## config.mk

```make
export PLATFORM = sky130hd
export DESIGN_NAME = bank_row_encoder
export DESIGN_NICKNAME = d
export VERILOG_FILES = /design/src/rtl/bank_row_encoder.sv
export SDC_FILE = /design/constraint.sdc
export NUM_CORES = 2
export LEC_CHECK = 0
export ABC_AREA = 0
export CAP_MARGIN = 25
export CORE_MARGIN = 2
export CORE_UTILIZATION = 25
export DETAILED_ROUTE_END_ITERATION = 12
export PLACE_DENSITY = 0.56
export SLEW_MARGIN = 20
export SYNTH_ARGS = -nofsm -noshare
export SYNTH_HDL_FRONTEND = slang
export SYNTH_SLANG_ARGS = --single-unit
```

## constraint.sdc

```tcl
create_clock -name clk -period 16.5 [get_ports clk]
set_input_delay 3.3 -clock clk [delete_from_list [all_inputs] [get_ports clk]]
set_output_delay 3.3 -clock clk [all_outputs]
set_load 0.02 [all_outputs]
```

## src/rtl/bank_row_encoder.sv

```systemverilog
// Sequential row-index encoder: captures a row flag vector and streams out
// the index of every set flag, lowest first, over a valid/ready handshake.
// A two-level search (group-nonzero, then bit-within-group) finds the next
// pending index each cycle, so one index can be emitted per clock.
module bank_row_encoder #(
  parameter int ROWS  = 1024,
  parameter int IDX_W = 10,
  parameter int GRP   = 32
) (
  input  logic             clk,
  input  logic             rst_n,
  input  logic             start,
  input  logic             abort,
  input  logic [ROWS-1:0]  row_flags,
  input  logic             idx_ready,
  output logic [IDX_W-1:0] idx,
  output logic             idx_valid,
  output logic             busy,
  output logic             done,
  output logic [IDX_W:0]   hit_count
);

  localparam int NGRP = ROWS / GRP;
  localparam int GB_W = $clog2(GRP);
  localparam int NG_W = $clog2(NGRP);

  typedef enum logic [1:0] {
    S_IDLE,
    S_SCAN,
    S_DONE
  } state_t;

  state_t           state;
  state_t           state_nxt;
  logic [ROWS-1:0]  pending;
  logic [NGRP-1:0]  grp_nz;
  logic [NG_W-1:0]  grp_sel;
  logic [GRP-1:0]   grp_bits;
  logic [GB_W-1:0]  bit_sel;
  logic [IDX_W-1:0] next_idx;
  logic             pending_nz;
  logic             load_cond;
  logic             handshake;

  // Level one: flag every group that still holds a pending row.
  always_comb begin
    grp_nz = '0;
    for (int g = 0; g < NGRP; g++) begin
      grp_nz[g] = |pending[g*GRP +: GRP];
    end
  end

  // Pick the lowest nonzero group; scanning downwards lets the lowest win.
  always_comb begin
    grp_sel = '0;
    for (int g = NGRP - 1; g >= 0; g--) begin
      if (grp_nz[g]) grp_sel = NG_W'(g);
    end
  end

  // Level two: lowest set bit inside the selected group.
  always_comb begin
    grp_bits = pending[{grp_sel, {GB_W{1'b0}}} +: GRP];
    bit_sel  = '0;
    for (int b = GRP - 1; b >= 0; b--) begin
      if (grp_bits[b]) bit_sel = GB_W'(b);
    end
  end

  assign next_idx   = {grp_sel, bit_sel};
  assign pending_nz = |grp_nz;
  assign handshake  = idx_valid & idx_ready;
  // The holding register may take a new index when empty or being drained.
  assign load_cond  = ~idx_valid | idx_ready;

  assign busy = (state == S_SCAN);
  assign done = (state == S_DONE);

  // State register.
  always_ff @(posedge clk or negedge rst_n) begin
    // NOTE: sequential state uses non-blocking assignments so every register
    // samples pre-edge values regardless of block evaluation order.
    if (!rst_n) state <= S_IDLE;
    else        state <= state_nxt;
  end

  // Next-state logic; abort overrides everything, including start.
  always_comb begin
    // NOTE: assign a default first so no path leaves state_nxt unassigned,
    // which would otherwise infer a latch.
    state_nxt = state;
    unique case (state)
      S_IDLE: if (start) state_nxt = S_SCAN;
      S_SCAN: if (load_cond && !pending_nz) state_nxt = S_DONE;
      S_DONE: state_nxt = S_IDLE;
      default: state_nxt = S_IDLE;
    endcase
    if (abort) state_nxt = S_IDLE;
  end

  // Pending flags and output holding register.
  always_ff @(posedge clk or negedge rst_n) begin
    // NOTE: the pending vector is plain flops, not a memory array, so it is
    // reset like any other control register.
    if (!rst_n) begin
      pending   <= '0;
      idx       <= '0;
      idx_valid <= 1'b0;
    end else if (abort) begin
      pending   <= '0;
      idx_valid <= 1'b0;
    end else begin
      unique case (state)
        S_IDLE: begin
          if (start) begin
            pending   <= row_flags;
            idx_valid <= 1'b0;
          end
        end
        S_SCAN: begin
          if (load_cond) begin
            if (pending_nz) begin
              idx               <= next_idx;
              idx_valid         <= 1'b1;
              pending[next_idx] <= 1'b0;
            end else begin
              idx_valid <= 1'b0;
            end
          end
        end
        default: ;
      endcase
    end
  end

  // Accepted-index counter: cleared by a new scan, kept across abort.
  always_ff @(posedge clk or negedge rst_n) begin
    if (!rst_n) begin
      hit_count <= '0;
    end else if (state == S_IDLE && start && !abort) begin
      hit_count <= '0;
    end else if (handshake) begin
      hit_count <= hit_count + {{IDX_W{1'b0}}, 1'b1};
    end
  end

endmodule
```

* Yosys cells after proc, flatten, opt, wreduce, memory -nomap -nowiden
Cells that the tools add are included.
Word-level totals: flip-flop bits (word level) 1048, output and inout port bits 24, word-level logic and storage cells 149
Operators by class: add/sub/neg operators 1, magnitude comparators 2, equality and inequality tests 6, shifts and indexed selects 1, mux-type cells 82, bitwise logic cells 6, reduce and logical (&&, ||, !) cells 46
Operators with widths (number):
- $mux 1024 | 4
- $pmux 1024 s2 | 1
- $and 1024x1024->1024 | 1
- $not 1024->1024 | 1
- $reduce_or 1024->1 | 1
- $reduce_or 32->1 | 32
- $shiftx 1024x11->32 | 1
- $mux 5 | 64
- $mux 11 | 2
- $add 11x1->11 const B | 1
- $lt 10x11->1 const B | 1
- $demux 1 s10 | 1
- $ge 10x1->1 const B | 1
- $ne 3x2->1 const B | 3
- $reduce_and 4->1 | 2
- $mux 2 | 3
- $mux 1 | 5
- $logic_and 1x1->1 | 4
- $pmux 2 s2 | 1
- $ne 3x3->1 const B | 1
- $reduce_and 3->1 | 1
- $reduce_bool 3->1 | 1
- $eq 2x1->1 const B | 1
- $eq 2x2->1 const B | 1
- other kinds (8) | 10

* Logic depth before layout (Yosys ltp)
depth in word-level cells 76, gate-level depth with buffers 26, gate-level depth less buffers 16

* Least setup slack after synthesis
No wires, ideal clock.
path type reg-to-reg, start point reg pending[49], end point reg pending[1014], library setup time 122 ps, data arrival time 5318 ps, data required time 16378 ps, slack 11060 ps, stages on the path, launching flop included 22, path buffers 5, cells stage by stage dfrtp_1 > nor4_1 > nand4_1 > nor4_4 > nand2_2 > a2111oi_4 > a21oi_4 > buf_2 > buf_6 > mux2i_1 > a2111oi_0 > o2111ai_1 > nor4_1 > nor4_1 > o41a_1 > a21oi_2 > or2_0 > buf_2 > buf_4 > clkbuf_1 > nand4_1 > a32o_1
Between the ends: cells in the longest elaborated chain, start to end 46, elaborated cells on any way between the ends 50, those cells by class 2 x order compare; 1 x eq/ne; 1 x shift; 40 x mux; 2 x bitwise; 4 x reduce/logical
Ends and longest elaborated chain:
- start: declaration | RTL line 35 | logic [ROWS-1:0] pending;
- start signal: assignment | RTL line 116 | pending <= row_flags;
- $reduce_or 32->1 | RTL line 49 | grp_nz[g] = |pending[g*GRP +: GRP];
- $mux 5 (2 in series) | RTL line 57 | if (grp_nz[g]) grp_sel = NG_W'(g);
- $shiftx 1024x11->32 | RTL line 63 | grp_bits = pending[{grp_sel, {GB_W{1'b0}}} +: GRP];
- $mux 5 (32 in series) | RTL line 66 | if (grp_bits[b]) bit_sel = GB_W'(b);
- $lt 10x11->1 (not written as such) or $ge 10x1->1 (tied branches) | RTL line 125 | pending[next_idx] <= 1'b0;
- $logic_and 1x1->1 (not written as such) | RTL line 125
- $mux 1 (not written as such) | RTL line 125
- $demux 1 s10 | RTL line 125
- $not 1024->1024 (no line)
- $and 1024x1024->1024 (no line)
- $mux 1024 | RTL line 122 | if (pending_nz) begin
- $mux 1024 | RTL line 121 | if (load_cond) begin
- $pmux 1024 s2 | RTL line 113 | unique case (state)
- $mux 1024 | RTL line 109 | end else if (abort) begin
Parallel ways exist; a longest one is shown, timed or not. The select of a mux whose other input is x is not followed. A chain may end at the register's enable or synchronous reset.

* Worst setup path after layout
start point reg pending[137], end point reg pending[7]
Between the ends: cells in the longest elaborated chain, start to end 49, elaborated cells on any way between the ends 53, those cells by class 2 x order compare; 1 x eq/ne; 1 x shift; 43 x mux; 2 x bitwise; 4 x reduce/logical
Ends and longest elaborated chain (RTL line):
- $reduce_or 32->1 | 49
- $mux 5 (5 in series) | 57
- $shiftx 1024x11->32 | 63
- $mux 5 (32 in series) | 66
- $lt 10x11->1 (not written as such) or $ge 10x1->1 (tied branches) | 125
- $logic_and 1x1->1 (not written as such) | 125
- $mux 1 (not written as such) | 125
- $demux 1 s10 | 125
- $not 1024->1024 (no line)
- $and 1024x1024->1024 (no line)
- $mux 1024 | 122
- $mux 1024 | 121
- $pmux 1024 s2 | 113
- $mux 1024 | 109
Parallel ways exist; a longest one is shown, timed or not. The select of a mux whose other input is x is not followed.

==> impl_results.md <==
- Run status: complete, no violations
- Post-Syn Instances: 6,652
- Crit path DAT: 11.51 ns
- Slowest cell delay on critical path: 1.19 ns
- Synth Flop Type: dfrtp_1
- Avg Synthesized Cell Area: 9.16 um2
- CTS tree: done
- Post-CTS Setup Inserts: 0
- Slew Viols, Final: 0
- Post-Syn Nets: 7,682
- Starting Density: 25.1%
- Die Wd: 498 um
- Count of different cell masters after synthesis: 98
- Xor/xnor share of the synthesized area: 0.101%
- Worst-path cell chain: nor4_1, nand4_1, or2_1, a2111oi_4, o31ai_4, buf_4, a21oi_4, buf_4, buf_4, mux2i_1, a222oi_1, nand4_1, or4_1, a21oi_1, o211a_1, o211ai_1, a22o_4, buf_4, nor4_4, buf_4, o21ai_0
- GPL Wtd Cong: 1.09
- Final setup vio count: 0
- Hold-fix buffer count after cts: 0
- Crit-path max FO: 65
- Final TNS setup: 0 ns
- Die ar.: 248,000 um2
- Boundary Pins: 1,053
- Slew HR: 6.13%
- Global-route wire length before repair: 650 mm
- Die height: 498 um
- Synth Area in Simple Gates: 20.3%
- Total GRT Usage: 38.4%
- CTS Buf Count: 133
- Slowest CP cell: a222oi_1
- Leak: 29.1 nW
- Compound-Gate Fraction of Synth Area: 27.3%
- Area grow syn2layout: 30.6%
- Drt first pass iters: 9
- Initial antenna violation count: 135
- Nature of the critical path startpoint: register
- Post-route ant nets: 0
- Cells resized by post-CTS repair: 0
- Cell taking the most area after synthesis: dfrtp_1
- Synth top area cells: dfrtp_1, a32o_1, nand2_1
- Fin nets: 8,385
- Total congestion overflow: 0
- CP Class: register to register
- Final Hold Violating Endpoints: 0
- Worst Tran Pin Value: 1.41 ns
- Multi-input gate area: 32,000 um2
- Mapped Area: 60,900 um2
- Maximum clock frequency: 92.0 MHz
- Hold Slack: 0.476 ns
- Max Cap Violations: 0
- Port Buffers: 1,052
- Vias in the first global route: 67,200
- Iteration-0 DRC Markers: 13,100
- Fin util: 32.8%
- Routed vias: 72,900
- TritonCTS sink count: 1,048
- WL/cell: 46.4 um
- Buffers and inverters on the worst path: 5
- RSZ-0062 raised after global routing: no
- Seq/Total Area, Yosys: 43.0%
- Clock transition at path regs: 0.06 ns
- Core Region: 243,000 um2
- Synth top cells by count: dfrtp_1, nand2_1, clkbuf_1
- Clk root buf: clkbuf_16
- Largest delay share family, worst path: compound AO/OA/AOI/OAI gates
- Largest net degree at the start of global routing: 194
- Worst vdd ir: 0.136 mV
- Main combinational cell family by area after synthesis: compound AO/OA/AOI/OAI gates
- WL final: 497 mm
- Worst Setup End Kind: register
- Clock buffer depth: 3
- Layout cell share with drive strength beyond 1: 7.94%
- Share of the synthesized area in the top cell type: 43.0%
- Yosys warns: 0
- Worst Path Required: 17.14 ns
- Hold WC Path Type: register to register
- Period utilization: 65.9%
- Std-Cell Rows: 181
- DP HPWL: 373 mm
- Post-synth EDFFs: 0
- Fin Clk Skew: 0.0311 ns
- Synth Area in Adders: 0.0205%
- Filler Cell Count: 25,100
- Post-synthesis register bit count: 1,048
- PwrDens: 113 nW/um2
- Mux contribution to synthesized area: 4.09%
- Most common cell in the netlist: dfrtp_1
- H-tree levels: 4
- Min Tclk post-route: 10.87 ns
- Vias per Instance: 6.80
- Clk_lat worst skew: 0.83 ns
- Synth async-reset ratio: 100%
- Register area: 26,200 um2
- Most used cell, CP: buf_4
- Drt drc: 0
## path summary, 6_finish.rpt
path | start | end | slack (ns) | cells past startpoint
min reg2reg | idx[8] | idx[8] | 0.48 | 1
min in group asynchronous | rst_n | idx[2] | 2.48 | 1
min | idx[8] | idx[8] | 0.48 | 1
max in group asynchronous | rst_n | pending[339] | 11.09 | 4
max reg2reg | pending[137] | pending[7] | 5.63 | 21
max | pending[137] | pending[7] | 5.63 | 21
## through the flow
step / cells / worst slack, ns / cell area, um2 / power, W
floorplan: 6652 / 11.06 / 60900 / 0.00417
global placement: 10400 / 6.00 / 74700 / 0.00570
detailed placement: 10400 / 5.93 / 74800 / 0.00571
CTS: 10700 / 5.95 / 79300 / 0.00879
global route: 10700 / 5.87 / 79500 / 0.00904
finish: 10700 / 5.63 / 79600 / 0.00896
## flip-flops by register name (all words and copies together) (netlist names)
name and cells:
state 2, hit_count 11, idx 10, pending 1024, idx_valid 1
## worst reg2reg max path: stages, from the launching register on
cell	delay [ns]
dfrtp_1	0.41
nor4_1	0.75
nand4_1	0.29
or2_1	0.43
a2111oi_4	0.88
o31ai_4	0.16
buf_4	0.26
a21oi_4	0.22
buf_4	0.52
buf_4	0.70
mux2i_1	0.37
a222oi_1	1.19
nand4_1	0.23
or4_1	0.53
a21oi_1	0.17
o211a_1	0.25
o211ai_1	0.22
a22o_4	0.60
buf_4	0.68
nor4_4	0.57
buf_4	0.86
o21ai_0	0.41
## power breakdown
group	switching, W	internal (W)
Combinational	0.00202	0.000659
Sequential	0.000371	0.00279
Clock	0.00133	0.00178
Total	0.00372	0.00523
## cell type report
class	count	area share, %
Sequential cell	1048	32.9
Tap cell	3202	5.03
Clock buffer	191	4.81
Multi-Input combinational cell	4865	40.2
Antenna cell	59	0.185
Inverter	23	0.108
Clock inverter	48	0.838
Timing Repair Buffer	1284	15.8
## cell usage in the layout (no fill, tap or decap), types with 14 or more instances in the layout
master / count
o22ai_1: 60
o21ai_0: 203
mux2i_1: 195
clkinv_2: 17
a2111oi_0: 21
or4_1: 35
a22oi_1: 281
o21ai_1: 22
and3_1: 20
a2bb2oi_1: 71
dfrtp_1: 1048
clkbuf_1: 31
a21oi_1: 375
buf_4: 203
nor2_1: 175
buf_12: 19
nand4_1: 453
a221oi_1: 15
clkbuf_8: 26
o211ai_1: 173
clkdlybuf4s50_1: 1051
mux2_2: 20
nand3_1: 142
a32o_1: 437
inv_1: 23
nor4_2: 14
nor4b_1: 36
or4b_1: 16
and4_1: 19
a21o_1: 160
diode_2: 59
clkbuf_16: 134
nand2_1: 965
nor2_2: 19
a32oi_1: 43
nor4_1: 358
nor3_1: 54
a211oi_1: 217
## layer usage
| layer | track usage [%] | vias to the layer above | routed length (um) |
|---|---|---|---|
| li1 | - | 27800 | - |
| met1 | 48.2 | 37100 | 187000 |
| met2 | 54.1 | 6601 | 201000 |
| met3 | 16.2 | 1374 | 71000 |
| met4 | 23.8 | 96 | 37800 |
| met5 | 0 | - | 651 |
## kinds of logic after synthesis
| logic type | Yosys count |
|---|---|
| and+or+nand+nor | 2404 |
| AOI/OAI and AO/OA | 2223 |
| DFF | 1048 |
| buffers and inverters | 739 |
| muxes | 230 |
| xor gates and xnor gates | 7 |
| adders and majority gates | 1 |
Power figures use the tool's default switching activity.
